`config.mk`:
```
export PLATFORM = sky130hd
export DESIGN_NAME = vga_scan_ctrl_flat
export DESIGN_NICKNAME = d
export VERILOG_FILES = /design/src/rtl/vga_timing_pkg.sv /design/src/rtl/vga_scan_ctrl_if.sv /design/src/rtl/vga_sync_delay.sv /design/src/rtl/vga_scan_ctrl.sv /design/src/flat_wrapper.sv
export SDC_FILE = /design/constraint.sdc
export NUM_CORES = 1
export LEC_CHECK = 0
export ABC_AREA = 0
export CAP_MARGIN = 20
export CORE_UTILIZATION = 46
export CTS_CLUSTER_SIZE = 10
export DETAILED_ROUTE_END_ITERATION = 6
export HOLD_SLACK_MARGIN = 0.03
export PLACE_DENSITY = 0.88
export SETUP_SLACK_MARGIN = 0.5
export SLEW_MARGIN = 30
export SYNTH_ARGS = -nofsm -noshare
export SYNTH_HDL_FRONTEND = slang
export SYNTH_SLANG_ARGS = --single-unit
```
`constraint.sdc`:
```
create_clock -name clk -period 2.12 [get_ports clk]
set_input_delay 0.53 -clock clk [delete_from_list [all_inputs] [get_ports clk]]
set_output_delay 0.53 -clock clk [all_outputs]
set_load 0.02 [all_outputs]
```
`src/rtl/vga_timing_pkg.sv`:
```
// 640x480@60 raster constants, pixel-word field layout and the sync/de bundle
// shared by the scan controller and its delay line.
package vga_timing_pkg;

    localparam int VGA_H_VIS  = 640;
    localparam int VGA_H_FP   = 16;
    localparam int VGA_H_SYNC = 96;
    localparam int VGA_H_BP   = 48;
    localparam int VGA_V_VIS  = 480;
    localparam int VGA_V_FP   = 10;
    localparam int VGA_V_SYNC = 2;
    localparam int VGA_V_BP   = 33;

    localparam int VGA_H_TOT = VGA_H_VIS + VGA_H_FP + VGA_H_SYNC + VGA_H_BP;
    localparam int VGA_V_TOT = VGA_V_VIS + VGA_V_FP + VGA_V_SYNC + VGA_V_BP;

    localparam int PIX_W = 12;
    localparam int R_HI  = 11;
    localparam int R_LO  = 8;
    localparam int G_HI  = 7;
    localparam int G_LO  = 4;
    localparam int B_HI  = 3;
    localparam int B_LO  = 0;

    typedef struct packed {
        logic hs;
        logic vs;
        logic de;
    } sync_t;

    // Blanked, sync deasserted: what the pins show before any real coordinate arrives.
    localparam sync_t SYNC_IDLE = '{hs: 1'b1, vs: 1'b1, de: 1'b0};

    function automatic logic [3:0] pix_r(input logic [PIX_W-1:0] p);
        return p[R_HI:R_LO];
    endfunction

    function automatic logic [3:0] pix_g(input logic [PIX_W-1:0] p);
        return p[G_HI:G_LO];
    endfunction

    function automatic logic [3:0] pix_b(input logic [PIX_W-1:0] p);
        return p[B_HI:B_LO];
    endfunction

endpackage

```
`src/rtl/vga_scan_ctrl_if.sv`:
```
// Scan bus between the raster controller (master) and the renderers/VGA pins (slave).
interface vga_scan_ctrl_if;
    logic [11:0] vga_in;
    logic [9:0]  col;
    logic [9:0]  row;
    logic        active;
    logic        pix_tick;
    logic        hs;
    logic        vs;
    logic [3:0]  r;
    logic [3:0]  g;
    logic [3:0]  b;
    logic        frame_start;
    logic [15:0] frame_cnt;

    modport master (
        input  vga_in,
        output col, row, active, pix_tick, hs, vs, r, g, b, frame_start, frame_cnt
    );

    modport slave (
        output vga_in,
        input  col, row, active, pix_tick, hs, vs, r, g, b, frame_start, frame_cnt
    );
endinterface

```
`src/rtl/vga_sync_delay.sv`:
```
// Pixel-tick shift register that carries {hs, vs, de} across the renderer latency;
// resets to the idle (blanked) bundle.
module vga_sync_delay
    import vga_timing_pkg::*;
#(
    parameter int STAGES = 1
) (
    input  logic  clk,
    input  logic  rst_n,
    input  logic  en,
    input  sync_t d,
    output sync_t q
);

    sync_t dly_p [STAGES];

    always_ff @(posedge clk or negedge rst_n) begin
        if (!rst_n) begin
            for (int i = 0; i < STAGES; i++) dly_p[i] <= SYNC_IDLE;
        end else if (en) begin
            dly_p[0] <= d;
            for (int i = 1; i < STAGES; i++) dly_p[i] <= dly_p[i-1];
        end
    end

    assign q = dly_p[STAGES-1];

endmodule

```
`src/rtl/vga_scan_ctrl.sv`:
```
// Raster scan master: pixel-rate divider, h/v counters, frame pacing, and VGA pins
// whose sync/blanking lag the presented coordinate by LEAD pixel ticks.
module vga_scan_ctrl
    import vga_timing_pkg::*;
#(
    parameter int CLK_DIV = 4,
    parameter int LEAD    = 1,
    parameter int H_VIS   = VGA_H_VIS,
    parameter int H_FP    = VGA_H_FP,
    parameter int H_SYNC  = VGA_H_SYNC,
    parameter int H_BP    = VGA_H_BP,
    parameter int V_VIS   = VGA_V_VIS,
    parameter int V_FP    = VGA_V_FP,
    parameter int V_SYNC  = VGA_V_SYNC,
    parameter int V_BP    = VGA_V_BP
) (
    input logic             clk,
    input logic             rst_n,
    vga_scan_ctrl_if.master bus
);

    localparam int H_TOT = H_VIS + H_FP + H_SYNC + H_BP;
    localparam int V_TOT = V_VIS + V_FP + V_SYNC + V_BP;
    localparam int DIV_W = (CLK_DIV > 1) ? $clog2(CLK_DIV) : 1;

    localparam logic [DIV_W-1:0] DIV_LAST = DIV_W'(CLK_DIV - 1);
    localparam logic [9:0] H_LAST   = 10'(H_TOT - 1);
    localparam logic [9:0] V_LAST   = 10'(V_TOT - 1);
    localparam logic [9:0] H_VIS_L  = 10'(H_VIS);
    localparam logic [9:0] V_VIS_L  = 10'(V_VIS);
    localparam logic [9:0] HS_BEG   = 10'(H_VIS + H_FP);
    localparam logic [9:0] HS_END   = 10'(H_VIS + H_FP + H_SYNC);
    localparam logic [9:0] VS_BEG   = 10'(V_VIS + V_FP);
    localparam logic [9:0] VS_END   = 10'(V_VIS + V_FP + V_SYNC);

    logic [DIV_W-1:0] div;
    logic [DIV_W-1:0] div_nxt;
    logic             pix_tick;
    logic [9:0]       h_cnt;
    logic [9:0]       v_cnt;
    logic [9:0]       h_nxt;
    logic [9:0]       v_nxt;
    logic             active;
    logic             at_end;
    logic             frame_start;
    logic [15:0]      frame_cnt;
    sync_t            raw_nxt;
    sync_t            sync_dly;
    logic             hs_q;
    logic             vs_q;
    logic [PIX_W-1:0] rgb_q;

    assign div_nxt = (div == DIV_LAST) ? '0 : div + 1'b1;
    assign at_end  = (h_cnt == H_LAST) && (v_cnt == V_LAST);

    // Raw sync/de are taken from the coordinate about to be presented, so the
    // LEAD-deep delay plus the pin register line up exactly LEAD ticks behind col/row.
    always_comb begin
        h_nxt = h_cnt + 10'd1;
        v_nxt = v_cnt;
        if (h_cnt == H_LAST) begin
            h_nxt = '0;
            v_nxt = (v_cnt == V_LAST) ? '0 : v_cnt + 10'd1;
        end
        raw_nxt.hs = !((h_nxt >= HS_BEG) && (h_nxt < HS_END));
        raw_nxt.vs = !((v_nxt >= VS_BEG) && (v_nxt < VS_END));
        raw_nxt.de = (h_nxt < H_VIS_L) && (v_nxt < V_VIS_L);
    end

    // Stage p0: divider, raster counters, frame pacing
    always_ff @(posedge clk or negedge rst_n) begin
        if (!rst_n) begin
            div         <= '0;
            pix_tick    <= 1'b0;
            h_cnt       <= '0;
            v_cnt       <= '0;
            active      <= 1'b1;
            frame_start <= 1'b0;
            frame_cnt   <= '0;
        end else begin
            div         <= div_nxt;
            pix_tick    <= (div_nxt == DIV_LAST);
            frame_start <= (div_nxt == DIV_LAST) && at_end;
            if (pix_tick) begin
                h_cnt  <= h_nxt;
                v_cnt  <= v_nxt;
                active <= raw_nxt.de;
                if (at_end) frame_cnt <= frame_cnt + 16'd1;
            end
        end
    end

    vga_sync_delay #(.STAGES(LEAD)) u_sync_delay (
        .clk   (clk),
        .rst_n (rst_n),
        .en    (pix_tick),
        .d     (raw_nxt),
        .q     (sync_dly)
    );

    // Stage p1: pin register; colour is forced black whenever the delayed de is low
    always_ff @(posedge clk or negedge rst_n) begin
        if (!rst_n) begin
            hs_q  <= 1'b1;
            vs_q  <= 1'b1;
            rgb_q <= '0;
        end else if (pix_tick) begin
            hs_q  <= sync_dly.hs;
            vs_q  <= sync_dly.vs;
            rgb_q <= sync_dly.de ? bus.vga_in : '0;
        end
    end

    assign bus.col         = h_cnt;
    assign bus.row         = v_cnt;
    assign bus.active      = active;
    assign bus.pix_tick    = pix_tick;
    assign bus.hs          = hs_q;
    assign bus.vs          = vs_q;
    assign bus.r           = pix_r(rgb_q);
    assign bus.g           = pix_g(rgb_q);
    assign bus.b           = pix_b(rgb_q);
    assign bus.frame_start = frame_start;
    assign bus.frame_cnt   = frame_cnt;

endmodule

```
`src/flat_wrapper.sv`:
```
// flat-port wrapper written by rule: the top's interface ports become plain ports
module vga_scan_ctrl_flat import vga_timing_pkg::*;
#(
    parameter int CLK_DIV = 4,
    parameter int LEAD    = 1,
    parameter int H_VIS   = VGA_H_VIS,
    parameter int H_FP    = VGA_H_FP,
    parameter int H_SYNC  = VGA_H_SYNC,
    parameter int H_BP    = VGA_H_BP,
    parameter int V_VIS   = VGA_V_VIS,
    parameter int V_FP    = VGA_V_FP,
    parameter int V_SYNC  = VGA_V_SYNC,
    parameter int V_BP    = VGA_V_BP
)
  (clk, rst_n, bus_vga_in, bus_col, bus_row, bus_active, bus_pix_tick, bus_hs, bus_vs, bus_r, bus_g, bus_b, bus_frame_start, bus_frame_cnt);
  vga_scan_ctrl_if bus_i ();
  input logic clk;
  input logic rst_n;
  input wire logic [$bits(bus_i.vga_in)-1:0] bus_vga_in;
  output wire logic [$bits(bus_i.col)-1:0] bus_col;
  output wire logic [$bits(bus_i.row)-1:0] bus_row;
  output wire logic [$bits(bus_i.active)-1:0] bus_active;
  output wire logic [$bits(bus_i.pix_tick)-1:0] bus_pix_tick;
  output wire logic [$bits(bus_i.hs)-1:0] bus_hs;
  output wire logic [$bits(bus_i.vs)-1:0] bus_vs;
  output wire logic [$bits(bus_i.r)-1:0] bus_r;
  output wire logic [$bits(bus_i.g)-1:0] bus_g;
  output wire logic [$bits(bus_i.b)-1:0] bus_b;
  output wire logic [$bits(bus_i.frame_start)-1:0] bus_frame_start;
  output wire logic [$bits(bus_i.frame_cnt)-1:0] bus_frame_cnt;
  assign bus_i.vga_in = bus_vga_in;
  assign bus_col = bus_i.col;
  assign bus_row = bus_i.row;
  assign bus_active = bus_i.active;
  assign bus_pix_tick = bus_i.pix_tick;
  assign bus_hs = bus_i.hs;
  assign bus_vs = bus_i.vs;
  assign bus_r = bus_i.r;
  assign bus_g = bus_i.g;
  assign bus_b = bus_i.b;
  assign bus_frame_start = bus_i.frame_start;
  assign bus_frame_cnt = bus_i.frame_cnt;
  vga_scan_ctrl #(.CLK_DIV(CLK_DIV), .LEAD(LEAD), .H_VIS(H_VIS), .H_FP(H_FP), .H_SYNC(H_SYNC), .H_BP(H_BP), .V_VIS(V_VIS), .V_FP(V_FP), .V_SYNC(V_SYNC), .V_BP(V_BP)) u_core (.clk(clk), .rst_n(rst_n), .bus(bus_i));
endmodule
```
==> flow_summary.toml <==
[critical_path]
cp-start-kind = "flip-flop"
crit_family = "simple AND/OR/NAND/NOR gates"
cpMaxStageDelayCell = "or4_4"
crit_required_ps = 2350
critical_path.cell_chain = "or3_4 > or4_4 > buf_6 > nor3_4 > nand3_2 > xnor2_2"
crit_path_max_fanout = 5
path_class = "reg2reg"
crit_buf_inv = 1
endpoint_kind = "flip-flop"
max_stage_delay_ps = 570
arrival_ps = 2360

[sta]
setup_tns_ps = -10.5
fin_crit_sh_pct = 100
fin_skew_ps = 9.11
hold_viol_final = 0
worst_slew_pin_slew_ps = 608
fmax_mhz = 470
setup_viol = 2
worst_slew_margin_rel_pct = 58.8
slew_viol_final = 0
setup_slack_ps = -6.70
rsz0062_at_grt = "true"
period_minus_slack_ps = 2130

[layout]
final_common_cell = "buf_4"
drive_above_1_share_pct = 41.8
nets = 456
register_area_um2 = 1480
fin_area_um2 = 4660
area_growth_pct = 55.7
fill_cells = 408
mostFrequentLayoutCells = "buf_4 (50), dfrtp_1 (36), buf_6 (29), inv_1 (24), nand3_1 (22)"
multi_input_area_um2 = 1600
n_antenna_cell = 0

[pwr]
switchingPower_mw = 0.542
p_sw_share_pct = 22.6
ir_drop_v = 0.000606
pwr-share-clk_pct = 49.4
pwr-share-comb_pct = 3.7
p_leak_nw = 2.09
internal_power_mw = 1.85
power_density_nw_per_um2 = 514
power_frac_seq_pct = 46.9

[yosys]
ys_warn_count = 0
ys.flop_type = "dfrtp_1"
netlist_top_cells_area = "dfrtp_1 (44%), xnor2_1 (4.7%), dfstp_2 (4.4%)"
async_reset_ff_share_pct = 100
netlist_area_um2 = 2990
synth-edff-count = 0
mappedNetlistNets = 331
synth_top_cell_by_area = "dfrtp_1"
ys_ff_latch = 58
ys_seq_area_share_pct = 48.7
yosysTopAreaCellShare_pct = 44.3
syn_inst = 310
yosys.cell_types.count = 50
synth.avg_cell_area_um2 = 9.65

[clock_tree]
cts.sinks = 58
cts_max_level = 3
cts_max_path_buffers = 2
cts_buffers = 9
clk_latency_ps = 350
cts-root-buf = "clkbuf_8"
path_clk_slew_ps = 80
cts_tree = "yes"

[placed_design]
hpwlAfterDp_um = 5140
gp_congestion = 0.870
dpl_cell_area_um2 = 3910
port_buffers = 66

[floorplan]
die_height_um = 82.7
dieArea_um2 = 6830
start_util_pct = 47.4
fp.dieW_um = 82.7
row_count = 29
placeableCoreArea_um2 = 6310
ioPinCount = 67

[route]
num_vias = 3132
drc = 0
wire_per_inst_um = 19.5
drt_iter0_markers = 390
first_pass_iters = 6
wirelength_um = 10100
via_per_inst = 6.06
antenna_left = 0

[outcome]
outcome = "finished, violations left"
violations = "negative setup slack"

[global_routing]
grt_max_degree = 59
antenna_found_initial = 0
grt-ovfl-total = 0
grt_pass1_wl_um = 13300
grtUsageTotal_pct = 26.5
grt_pass1_vias = 2704

[flow_run]
maxCapViolations = 0

[hold_path]
hold_class = "in2async"
[power groups by stage]
stage / clock network [mW] / registers [mW] / logic (mW)
5_1_grt: 1.24 / 1.12 / 0.0985
2_1_floorplan: 0 / 1.16 / 0.00727
4_1_cts: 1.18 / 1.12 / 0.0903
3_5_place_dp: 0 / 1.15 / 0.0982
6_report: 1.18 / 1.12 / 0.0874
3_3_place_gp: 0 / 1.14 / 0.0959
[logic make-up after synthesis]
family                   share of synthesized area [%]
buffers and inverters                             5.64
multiplexers                                      1.84
adder cells (fa/ha/maj)                           2.93
XOR/XNOR                                          7.02
flip-flops                                        48.7
AND/OR/NAND/NOR                                   20.7
AO/OA/AOI/OAI                                     13.2
[stage by stage]
step / hold slack (ps) / worst slack (ps) / total power, mW / std cells / utilization, %
finish: 160 / -6.70 / 2.39 / 517 / 73.8
global route: 208 / -73.1 / 2.47 / 517 / 73.8
CTS: 186 / 54.7 / 2.39 / 492 / 68.5
detailed placement: 455 / 40.0 / 1.24 / 457 / 62.0
global placement: 434 / 94.3 / 1.24 / 457 / 62.0
floorplan: 234 / -62.1 / 1.17 / 310 / -
[synth_stat cells, types with 2 or more instances]
master,n
a21o_1,2
nor3_2,2
nand3_1,26
xnor2_1,16
and2_1,5
dfrtp_1,53
o31ai_1,9
o21ai_0,21
ha_1,7
a21oi_1,6
nand2_1,22
inv_1,24
buf_2,3
nor4_1,2
a31oi_1,2
o32ai_1,2
nand4_1,13
and3_1,9
nor3_1,9
xor2_1,8
nor2_1,17
nand2b_1,2
or3_1,3
clkbuf_1,13
mux2_2,4
o311ai_0,2
dfstp_2,5
[sequential cells by signal, indices dropped and copies added (netlist names)]
signal	count
u_core.bus.frame_cnt	16
u_core.div	2
u_core.bus.active	1
u_core.bus.col	10
u_core.bus.frame_start	1
u_core.bus.hs	1
u_core.u_sync_delay.q	3
u_core.bus.vs	1
u_core.bus.pix_tick	1
u_core.bus.row	10
u_core.rgb_q	12
[layer usage]
layer | vias to the layer above | global-route usage [%] | share of wire [%]
li1 | 1349 | - | -
met1 | 1538 | 34.7 | 39
met2 | 204 | 41.5 | 49
met3 | 41 | 4.73 | 8.3
met4 | 0 | 14.7 | 3.5
met5 | - | 0 | 0
[repair_timing]
| action | in CTS | in global routing |
|---|---|---|
| hold buffers | 0 | 0 |
| pin swaps | 19 | 21 |
| setup endpoints to repair | 88 | 64 |
| hold endpoints to repair | 0 | 0 |
| buffers inserted | 19 | 25 |
| gates resized for setup | 175 | 68 |
[path summary, 6_finish.rpt]
kind | startpoint | endpoint | slack, ps | depth (start not counted)
worst max register to register | u_core.bus.col[5] | u_core.bus.row[7] | -7 | 6
max in group asynchronous | rst_n | u_core.u_sync_delay.q[1] | 1650 | 2
min in group clk | u_core.bus.frame_cnt[15] | u_core.bus.frame_cnt[15] | 470 | 1
worst min register to register | u_core.bus.frame_cnt[15] | u_core.bus.frame_cnt[15] | 470 | 1
worst max-delay path | u_core.bus.col[5] | u_core.bus.row[7] | -7 | 6
worst min-delay path | rst_n | u_core.rgb_q[11] | 160 | 2
[layout make-up]
cell class,count,share of cell area [%]
clock buffers,10,2.95
repair buffers,132,25.1
inverters,24,1.93
flip-flops and latches,58,31.7
multi-input cells,210,34.3
clock inverters,6,1.93
well taps,77,2.07
No activity file was read; power rests on OpenSTA's default activity.
==> variant 1 (same flow settings) <==
One comparison of `v_cnt` changes from == to >=.
--- a/src/rtl/vga_scan_ctrl.sv
+++ b/src/rtl/vga_scan_ctrl.sv
@@ -53,3 +53,3 @@
     assign div_nxt = (div == DIV_LAST) ? '0 : div + 1'b1;
-    assign at_end  = (h_cnt == H_LAST) && (v_cnt == V_LAST);
+    assign at_end  = (h_cnt == H_LAST) && (v_cnt >= V_LAST);
 
Formal check against the unedited RTL: no difference found for any inputs over 10 cycles, from zero or initial values and one cycle with rst_n low; that may be too few to reach the edited logic, so the function may still have changed.
==> variant 1 against the unedited design <==
Sequential cell count unchanged; critical endpoint is now u_core.bus.frame_cnt[11]; global-route usage is 0.34 points higher; final area up 2.2%; power fell by 0.24%; area after synthesis up 2.2%; worst setup slack better by 26 ps; utilization is 0.75 points higher; routed wire length down 3.3%.
==> variant 1: results (changes against the unedited design) <==
POST_SYNTH.CELL_AREA_AVG_UM2=10.16  # +5.2%
R2R_SLACK_PS=20  # +30 ps
SYNTH_CELL_TYPES=55  # +10%
ROUTE.VIAS.TOTAL=2991  # -4.5%
LEAKAGE_POWER_nW=2.245  # +7.4%
STATUS='finished clean'
WORST-R2R-CELL-COUNT=9  # +3
CP_SLOWEST_STAGE_DELAY_PS=440  # -130 ps
POST_DP_CELL_AREA_UM2=3995  # +2.1%
POSTSYNTHNETCOUNT=322  # -2.7%
NETLIST_TOP_CELLS_AREA='sky130_fd_sc_hd__dfrtp_1 43%, sky130_fd_sc_hd__xnor2_1 6.3%, sky130_fd_sc_hd__nand3_1 4.7%, sky130_fd_sc_hd__dfstp_2 4.3%, sky130_fd_sc_hd__o21ai_0 3.1%'
MOST_COMMON_LIBRARY_CELLS_AFTER_SYNTHESIS='53 x sky130_fd_sc_hd__dfrtp_1, 29 x sky130_fd_sc_hd__nand3_1, 22 x sky130_fd_sc_hd__xnor2_1'
DRT_ITER0_DRC=234  # -40%
FINALWEIGHTEDCONGESTION=0.8964  # +3.1%
POST_ROUTE_CELLS_DRIVE_ABOVE_1_SHARE_PCT=46.74  # +4.9 points
GRT_UTIL_MET1_PCT=32.77  # -1.9 points
SEQ_AREA_FRAC_SYNTH_PCT=47.67  # -1.0 points
GRT_PASS1_WL_UM=14590  # +9.9%
WHS_PS=167.0  # +6.719 ps
RELSLEWSLACK_PCT=65.32  # +6.5 points
SETUP_VIOL_COUNT_FINAL=0  # -2
FINISH.NET_COUNT=446  # -2.2%
TRACK_USAGE_PCT=26.85  # +0.34 points
INTERNAL-POWER_W=0.001848  # -0.20%
PRE_CTS_SLACK_PS=-29.27  # -69.23 ps
## variant 1: power groups by stage
stage | clock network [W] | logic [W] | registers, W
2_1_floorplan | 0 | 0.00000727 | 0.00116
3_3_place_gp | 0 | 0.0000957 | 0.00114
3_5_place_dp | 0 | 0.0000977 | 0.00115
4_1_cts | 0.00117 | 0.0000899 | 0.00112
5_1_grt | 0.00124 | 0.0000976 | 0.00112
6_report | 0.00117 | 0.0000890 | 0.00112
## variant 1: critical path, delay by kind of cell, from the launching register on
family / cells / cell delay (ps)
AND/OR/NAND/NOR: 4 / 750
flip-flops: 1 / 440
buffers and inverters: 4 / 570
XOR/XNOR: 1 / 240
## variant 1: kinds of logic after synthesis
logic type / count (synthesis) / synth area share (%)
and+or+nand+nor: 110 / 21.60
buffers and inverters: 39 / 5.565
DFF: 58 / 47.67
adders and majority gates: 7 / 2.864
xor gates and xnor gates: 27 / 7.979
AOI/OAI and AO/OA: 50 / 10.84
muxes: 10 / 3.478
## variant 1: layout make-up
type | instances | area (um^2)
clock inverter | 5 | 77.57
fill | 385 | 1625
timing repair buffer | 131 | 1140
inverter | 21 | 80.08
sequential | 58 | 1478
multi-input combinational | 204 | 1748
tap | 77 | 96.34
clock buffer | 11 | 141.4
## variant 1: layer usage
metal	up-vias	part of all wire, %
met4	0	4.2
li1	1328	-
met3	52	5.9
met1	1471	39
met2	140	51
met5	-	0
## variant 1: worst min path at each step
stage                      start  cells after the start                end
2_1_floorplan              rst_n                      0  u_core.bus.col[0]
3_3_place_gp       u_core.div[0]                      1      u_core.div[0]
3_5_place_dp   u_core.bus.active                      2  u_core.bus.active
4_1_cts                    rst_n                      2    u_core.rgb_q[8]
5_1_grt                    rst_n                      2    u_core.rgb_q[8]
6_report                   rst_n                      2    u_core.rgb_q[8]
## variant 1: what timing repair did
item,4_1_cts,5_1_grt
setup endpoints to repair,85,64
pin swaps,31,18
gates resized for setup,173,72
setup buffers,26,19
## variant 1: through the flow
step / util, % / power, W
6_report: 74.55 / 0.002388
5_1_grt: 74.55 / 0.002459
4_1_cts: 70.34 / 0.002381
3_5_place_dp: 62.56 / 0.001243
3_3_place_gp: 62.56 / 0.001240
2_1_floorplan: - / 0.001167
==> variant 2 (same flow settings) <==
Made on the original files. Reset style: synchronous (`rst_n`), changed in 3 clocked blocks.
--- a/src/rtl/vga_sync_delay.sv
+++ b/src/rtl/vga_sync_delay.sv
@@ -16,3 +16,3 @@
 
-    always_ff @(posedge clk or negedge rst_n) begin
+    always_ff @(posedge clk) begin
         if (!rst_n) begin
--- a/src/rtl/vga_scan_ctrl.sv
+++ b/src/rtl/vga_scan_ctrl.sv
@@ -70,3 +70,3 @@
     // Stage p0: divider, raster counters, frame pacing
-    always_ff @(posedge clk or negedge rst_n) begin
+    always_ff @(posedge clk) begin
         if (!rst_n) begin
@@ -101,3 +101,3 @@
     // Stage p1: pin register; colour is forced black whenever the delayed de is low
-    always_ff @(posedge clk or negedge rst_n) begin
+    always_ff @(posedge clk) begin
         if (!rst_n) begin
Function: differs if rst_n is asserted again (counterexample within 4 cycles, from zero or initial values and one cycle with rst_n low); with rst_n held inactive, the same outputs for 10 cycles.
==> variant 2 against the unedited design <==
Power increased by 0.39%; first-iteration DRC count down 16%; routed wire length up 5.2%; area after synthesis increased by 0.25%; final area up 4.1%; critical path depth is 1 higher; sequential cell count stayed put; worst setup slack better by 110 ps.
==> variant 2: results (changes against the unedited design) <==
STATUS='finished clean'
DETAILEDROUTE.FIRSTPASSITERATIONCOUNT=7  # +1
SKEW_PS=10.71  # +1.599 ps
MAX-VDD-IR-DROP_V=0.0006658  # +9.8%
FINALWEIGHTEDCONGESTION=0.8725  # +0.32%
POST_ROUTE_CELLS_DRIVE_ABOVE_1_SHARE_PCT=41.21  # -0.60 points
RELATIVE_CONTRIBUTION_OF_SEQUENTIAL_CELLS_TO_TOTAL_POWER_PCT=46.2  # -0.7 points
FINISH.CELL_COUNT_WITHOUT_FILLERS=555  # +7.4%
GRT_UTIL_MET1_PCT=34.81  # +0.14 points
CTS_REPAIR_RESIZE_COUNT=162  # -7.4%
DP_HPWL_UM=5351  # +4.1%
WORST-R2R-CELL-COUNT=7  # +1
CP_SLOWEST_STAGE_DELAY_PS=390  # -180 ps
R2R_SLACK_PS=100  # +110 ps
NETLIST_TOP_CELLS_AREA='sky130_fd_sc_hd__dfxtp_1 37%, sky130_fd_sc_hd__nor2_1 4.1%, sky130_fd_sc_hd__a21oi_1 3.7%, sky130_fd_sc_hd__a22oi_1 3.3%, sky130_fd_sc_hd__nand2_1 3.1%'
PLACE_INST=485  # +6.1%
LEAKAGE_POWER_nW=1.836  # -12%
ASYNCSETRESETFLOPFRACSYNTH_PCT=0  # -100 points
ROUTED_WL_UM=10610  # +5.2%
GLOBAL_ROUTE.USAGE.MET2_PCT=47.79  # +6.3 points
WORST_HOLD_PATH_TYPE='flop to flop'
SEQ_AREA_FRAC_SYNTH_PCT=39.70  # -9.0 points
POST-CTS-SETUP-BUFFERS=31  # +12
GRT_UTIL_MET3_PCT=6.264  # +1.5 points
CRIT_PATH_MAX_FANOUT=6  # +1
DRT_ITER0_DRC=328  # -16%
CRITPATHCAPTURE='u_core.bus.frame_cnt[7]'
CRITICAL-PATH-SLOWEST-CELL='sky130_fd_sc_hd__or3_4'
POST_SYNTH.CELL_AREA_AVG_UM2=8.573  # -11%
## variant 2: metrics by stage
| step | hold WS [ps] | power [W] | utilization, % | instance area, um^2 | worst slack (ps) |
|---|---|---|---|---|---|
| after global placement | 435.9 | 0.001264 | 60.90 | 3845 | 131.3 |
| after global routing | 497.0 | 0.002466 | 76.85 | 4852 | 22.55 |
| after floorplan | 423.9 | 0.001213 | - | 3143 | 208.0 |
| after CTS | 463.3 | 0.002385 | 71.11 | 4489 | 187.3 |
| after detailed placement | 449.1 | 0.001268 | 60.90 | 3845 | 89.22 |
| final | 462.5 | 0.002403 | 76.85 | 4852 | 101.1 |
## variant 2: cell type report
cell class | count | share of cell area (%)
Tap cell | 77 | 1.986
Multi-Input combinational cell | 249 | 40.41
Inverter | 15 | 1.341
Clock buffer | 10 | 3.069
Clock inverter | 6 | 1.496
Timing Repair Buffer | 139 | 25.76
Timing Repair inverter | 1 | 0.1547
Sequential cell | 58 | 25.79
## variant 2: how the worst min path moves through the flow
stage,from,end,slack [ps],cells after the start
finish,u_core.div[0],u_core.div[0],460,1
global placement,u_core.div[0],u_core.div[0],440,1
detailed placement,u_core.div[0],u_core.div[0],450,1
CTS,u_core.div[0],u_core.div[0],460,1
floorplan,u_core.div[0],u_core.div[0],420,1
global route,u_core.div[0],u_core.div[0],500,1
## variant 2: metal layers
layer / up-vias / wire length [um]
met1: 1637 / 4039
met5: - / 0
met3: 41 / 800
met4: 0 / 403
met2: 192 / 5368
li1: 1526 / -
## variant 2: cell families (layout without fill, tap and decap cells)
kind of cell	count (synthesis)	after routing	share of synthesized area (%)
flops	58	58	39.70
compound gates	78	78	17.10
fa+ha+maj	7	7	2.919
mux	8	8	2.669
buf+inv	43	171	7.256
simple gates	141	141	25.98
xor+xnor	15	15	4.379
